$ cat src/rtl/tagged_dispatch_fifos.sv
`default_nettype none
// +----------------------------------------------------------------------------+
// | Module   : tagged_dispatch_fifos                                           |
// | Purpose  : Decodes a destination tag, registers the beat in a one-entry    |
// |            routing stage and writes it into one of NUM_FIFOS FWFT FIFOs.   |
// | Revision : 1.0  initial release                                            |
// +----------------------------------------------------------------------------+
module tagged_dispatch_fifos #(
  parameter int NUM_FIFOS = 4,
  parameter int WIDTH     = 8,
  parameter int DEPTH     = 8,
  parameter int TAGWIDTH  = $clog2(NUM_FIFOS)
) (
  input  logic                       clk,
  input  logic                       rst,
  input  logic                       push,
  input  logic [TAGWIDTH-1:0]        push_tag,
  input  logic [WIDTH-1:0]           data_in,
  output logic                       in_ready,
  input  logic [NUM_FIFOS-1:0]       pop,
  output logic [NUM_FIFOS*WIDTH-1:0] flat_data_out,
  output logic [NUM_FIFOS-1:0]       empty,
  output logic [NUM_FIFOS-1:0]       full,
  output logic                       tag_err
);

  localparam int                c_PTR_W    = $clog2(DEPTH);
  localparam int                c_CNT_W    = c_PTR_W + 1;
  localparam logic [TAGWIDTH:0] c_NUM_TAGS = (TAGWIDTH + 1)'(NUM_FIFOS);

  logic                 r_stage_vld;
  logic [TAGWIDTH-1:0]  r_stage_tag;
  logic [WIDTH-1:0]     r_stage_data;
  logic                 r_tag_err;

  logic [NUM_FIFOS-1:0] w_sel;
  logic [NUM_FIFOS-1:0] w_wr;
  logic                 w_drain;
  logic                 w_accept;
  logic                 w_bad_tag;

  for (genvar i = 0; i < NUM_FIFOS; i++) begin : g_sel
    assign w_sel[i] = (r_stage_tag == TAGWIDTH'(i));
  end

  // An out-of-range tag selects no FIFO, so it is never blocked and drains at once.
  assign w_drain   = r_stage_vld & ~|(w_sel & full & ~pop);
  assign in_ready  = ~r_stage_vld | w_drain;
  assign w_accept  = push & in_ready;
  assign w_bad_tag = ({1'b0, push_tag} >= c_NUM_TAGS);
  assign w_wr      = w_sel & {NUM_FIFOS{w_drain}};
  assign tag_err   = r_tag_err;

  always_ff @(posedge clk) begin
    if (rst) begin
      r_stage_vld  <= 1'b0;
      r_stage_tag  <= '0;
      r_stage_data <= '0;
      r_tag_err    <= 1'b0;
    end else begin
      if (w_accept) begin
        r_stage_vld  <= 1'b1;
        r_stage_tag  <= push_tag;
        r_stage_data <= data_in;
      end else if (w_drain) begin
        r_stage_vld  <= 1'b0;
      end
      if (w_accept && w_bad_tag) begin
        r_tag_err <= 1'b1;
      end
    end
  end

  for (genvar i = 0; i < NUM_FIFOS; i++) begin : g_fifo
    logic [WIDTH-1:0]   r_mem [DEPTH];
    logic [c_PTR_W-1:0] r_rd_ptr;
    logic [c_PTR_W-1:0] r_wr_ptr;
    logic [c_CNT_W-1:0] r_count;
    logic               w_empty;
    logic               w_rd;

    assign w_empty = (r_count == '0);
    // A pop on an empty FIFO is dropped even when a write lands the same cycle.
    assign w_rd    = pop[i] & ~w_empty;

    always_ff @(posedge clk) begin
      if (w_wr[i]) begin
        r_mem[r_wr_ptr] <= r_stage_data;
      end
    end

    always_ff @(posedge clk) begin
      if (rst) begin
        r_rd_ptr <= '0;
        r_wr_ptr <= '0;
        r_count  <= '0;
      end else begin
        if (w_wr[i]) begin
          r_wr_ptr <= r_wr_ptr + c_PTR_W'(1);
        end
        if (w_rd) begin
          r_rd_ptr <= r_rd_ptr + c_PTR_W'(1);
        end
        case ({w_wr[i], w_rd})
          2'b10:   r_count <= r_count + c_CNT_W'(1);
          2'b01:   r_count <= r_count - c_CNT_W'(1);
          default: r_count <= r_count;
        endcase
      end
    end

    assign empty[i] = w_empty;
    assign full[i]  = (r_count == c_CNT_W'(DEPTH));
    assign flat_data_out[i*WIDTH +: WIDTH] = w_empty ? '0 : r_mem[r_rd_ptr];
  end

endmodule
`default_nettype wire

$ cat config.mk
export PLATFORM = sky130hd
export DESIGN_NAME = tagged_dispatch_fifos
export DESIGN_NICKNAME = d
export VERILOG_FILES = /design/src/rtl/tagged_dispatch_fifos.sv
export SDC_FILE = /design/constraint.sdc
export NUM_CORES = 1
export LEC_CHECK = 0
export ABC_CLOCK_PERIOD_IN_PS = 2800
export CAP_MARGIN = 20
export CORE_MARGIN = 4
export CORE_UTILIZATION = 40
export DETAILED_ROUTE_END_ITERATION = 10
export DONT_BUFFER_PORTS = 1
export PLACE_DENSITY = 0.66
export RECOVER_POWER = 25
export SYNTH_ARGS = -nofsm -noshare
export SYNTH_HDL_FRONTEND = slang
export SYNTH_SLANG_ARGS = --single-unit
$ cat constraint.sdc
create_clock -name clk -period 2.8 [get_ports clk]
set_input_delay 0.28 -clock clk [delete_from_list [all_inputs] [get_ports clk]]
set_output_delay 0.28 -clock clk [all_outputs]
set_load 0.05 [all_outputs]
==> results.tsv <==
stage	metric	value	unit
global_route	grt_pass1_wl	42300	um
cells_and_area	fillerInstances	2747	
clock_tree	clock-root-buffer	sky130_fd_sc_hd__clkbuf_16	
synth	synth_sequential_area_ratio	0.680	
sta	finalCritPeriodShare	0.971	
clock_tree	cts_max_path_buffers	3	
setup_path	critPathArrivalTime	3140	ps
synth	postSynthNetCount	833	
synth	synthesis.yosys.warnings	0	
power	vdd.ir_drop.worst	0.460	mV
status	run_status	completed	
placed_design	placed_cell_area	14400	sq um
drt	drtIter0Drc	481	
floorplan	die_area	35900	sq um
clock_tree	h-tree-depth	2	
sta	post_route_clock_skew	15.3	ps
global_route	grt-ovfl-total	0	
drt	via_count	7118	
setup_path	endpoint_kind	flip-flop	
placed_design	routabilityCongestion	0.745	
setup_path	endpoint_required_time_on_the_critical_path	3230	ps
placed_design	io_buffers	0	
power	fin_total_pwr	12.0	mW
synth	synth_edf_count	256	
sta	maxClockFrequency	368	MHz
drt	routed_wire_length_per_instance	19.8	um
drt	detail_route_antenna_nets	0	
cells_and_area	instances_no_fill	1364	
global_route	grt_start_max_net_pins	50	
cells_and_area	layout_commonest_cell	sky130_fd_sc_hd__edfxtp_1	
cells_and_area	area_growth_syn_to_layout	18.7	%
clock_tree	insertion_delay	500	ps
synth	register_bit_total_from_synthesis	319	
sta	final_period_minus_worst_setup_slack	2720	ps
global_route	vias_in_the_first_global_route	7156	
power	leakage	5.33	nW
sta	setup_violations	0	
worst_hold_path	hold_path_class	in -> reg	
cells_and_area	multiInputGateArea	4090	sq um
setup_path	timing.setup.critical_path_class	reg -> reg	
cells_and_area	final_core_util	0.480	
cells_and_area	most-common-layout-cells	256 x sky130_fd_sc_hd__edfxtp_1, 106 x sky130_fd_sc_hd__buf_4, 78 x sky130_fd_sc_hd__nor2_1	
cells_and_area	layout.nets	933	
floorplan	die-width	189	um
sta	worstMarginPinSlew	986	ps
placed_design	place_inst	1296	
placed_design	dp_hpwl	17500	um
floorplan	core_area	32500	sq um
clock_tree	clkSinkCount	319	
synth	netlist_instances	796	
cells_and_area	seq_area	8950	sq um
clock_tree	cts.reportedPaths.clkPinSlew	60	ps
sta	slew-limit-headroom	0.341	
run	max-cap-violations	0	
setup_path	path_max_fanout	5	
cells_and_area	layout-drive-gt1-share	0.287	
global_route	grt_antenna_before_repair	0	
floorplan	placementRows	66	
drt	drt_pre_antenna_iters	5	
sta	grt_setup_unrepaired	true	
global_route	grt_usage	0.150	
synth	netlist-cell-type-count	47	
floorplan	die-height	189	um
setup_path	critical_path_launch_point_type	flip-flop	
placed_design	preCtsSetupSlack	11.3	ps
sta	hold_violations	0	
floorplan	floorplan.initialDensity	0.405	
clock_tree	tritoncts	built	
floorplan	io-pin-count	59	
sta	finalMaxSlewViolations	0	
synth	synthesis.area_per_instance	16.5	sq um
power	power.density	765	nW/um^2
drt	routed_via_density	5.22	
cells_and_area	final_non_filler_cell_area	15600	sq um
synth	synth_flop_cell	sky130_fd_sc_hd__edfxtp_1	
drt	drt_drc_violations_left	0	
synth	synth-async-reset-ratio	0	
drt	totalWireLength	27100	um
synth	mappedNetlistArea	13200	sq um
clock_tree	numCtsBuffers	34	
sta	fin_ws	82.2	ps
-- sequential cells by signal, summed over array words and instances (netlist names), named ones only --
signal / count
r_stage_tag: 2
r_stage_vld: 1
g_fifo.r_mem: 256
g_fifo.r_count: 16
r_stage_data: 8
g_fifo.r_rd_ptr: 12
g_fifo.r_wr_ptr: 12
-- critical path, cell delays in order (launching register included) --
cell	delay, ps
sky130_fd_sc_hd__dfxtp_1	310
sky130_fd_sc_hd__or4b_4	530
sky130_fd_sc_hd__or3_1	410
sky130_fd_sc_hd__and4_4	240
sky130_fd_sc_hd__inv_8	60
sky130_fd_sc_hd__ha_4	150
sky130_fd_sc_hd__xor2_1	160
sky130_fd_sc_hd__ha_2	180
sky130_fd_sc_hd__a21oi_1	40
sky130_fd_sc_hd__xor2_1	140
sky130_fd_sc_hd__or3_1	320
sky130_fd_sc_hd__a21oi_2	110
-- cells in the mapped netlist (7+ instances only) --
cell type,count,area share
sky130_fd_sc_hd__nand2_1,10,0.0029
sky130_fd_sc_hd__mux2_2,16,0.014
sky130_fd_sc_hd__dfxtp_1,63,0.096
sky130_fd_sc_hd__nor4_1,11,0.0052
sky130_fd_sc_hd__nor2b_1,14,0.0067
sky130_fd_sc_hd__ha_1,20,0.019
sky130_fd_sc_hd__nand3b_1,9,0.0051
sky130_fd_sc_hd__a31oi_1,10,0.0048
sky130_fd_sc_hd__nand2b_1,7,0.0033
sky130_fd_sc_hd__a21oi_1,15,0.0057
sky130_fd_sc_hd__buf_2,11,0.0042
sky130_fd_sc_hd__mux2i_1,53,0.040
sky130_fd_sc_hd__o21ai_0,14,0.0053
sky130_fd_sc_hd__edfxtp_1,256,0.58
sky130_fd_sc_hd__nor2_1,78,0.022
sky130_fd_sc_hd__a211oi_1,11,0.0063
sky130_fd_sc_hd__xor2_1,20,0.013
sky130_fd_sc_hd__clkbuf_1,26,0.0074
sky130_fd_sc_hd__nor3b_1,8,0.0046
sky130_fd_sc_hd__nor3_1,13,0.0049
sky130_fd_sc_hd__mux4_2,64,0.11
sky130_fd_sc_hd__buf_1,8,0.0023
-- per-layer routing --
metal / vias up / share of wire / global-route usage
li1: 3303 / - / -
met5: - / 0 / 0
met3: 46 / 0.045 / 0.0260
met1: 3621 / 0.46 / 0.215
met4: 0 / 0.021 / 0.0398
met2: 148 / 0.48 / 0.241
-- area by class of cell --
cell class	instances	share of cell area
multi-input combinational	420	0.262
timing repair buffer	115	0.0571
clock inverter	15	0.00977
tap	442	0.0354
antenna	1	0.000160
sequential	319	0.573
inverter	6	0.00192
clock buffer	46	0.0613
-- per-stage QoR --
stage                     hold WS, ps  TNS, ps
final                            27.3        0
after floorplan                   485     -141
after global placement            371        0
after detailed placement          376        0
after CTS                        4.95        0
after global routing             26.0    -31.9
-- worst paths after layout --
check | depth (start not counted) | slack, ps | from | endpoint
setup reg to reg | 11 | 80 | g_fifo[3].r_count[0] | g_fifo[1].r_count[2]
hold / removal | 2 | 30 | rst | g_fifo[3].r_count[3]
hold reg to reg | 2 | 530 | g_fifo[2].r_rd_ptr[2] | g_fifo[2].r_rd_ptr[2]
setup / recovery | 11 | 80 | g_fifo[3].r_count[0] | g_fifo[1].r_count[2]
-- cell families after synthesis --
| family | share of synthesized area |
|---|---|
| flip-flops | 0.680 |
| AND/OR/NAND/NOR | 0.0755 |
| multiplexers | 0.165 |
| buffers and inverters | 0.0193 |
| AO/OA/AOI/OAI | 0.0258 |
| XOR/XNOR | 0.0160 |
| adder cells (fa/ha/maj) | 0.0190 |
| other | 0.000285 |
-- repair_timing --
item | 4_1_cts | 5_1_grt
setup endpoints to repair | 1 | 2
hold buffers | 3 | 0
resized for setup | 0 | 3
endpoints found under the hold margin | 56 | 0
pin swaps | 1 | 0
buffers inserted | 0 | 3
-- report_power, final --
| part | switching [mW] | internal (mW) | total, mW |
|---|---|---|---|
| registers | 0.159 | 5.33 | 5.49 |
| logic | 1.25 | 0.801 | 2.06 |
| clock network | 1.73 | 2.68 | 4.41 |
Power figures use the tool's default switching activity.
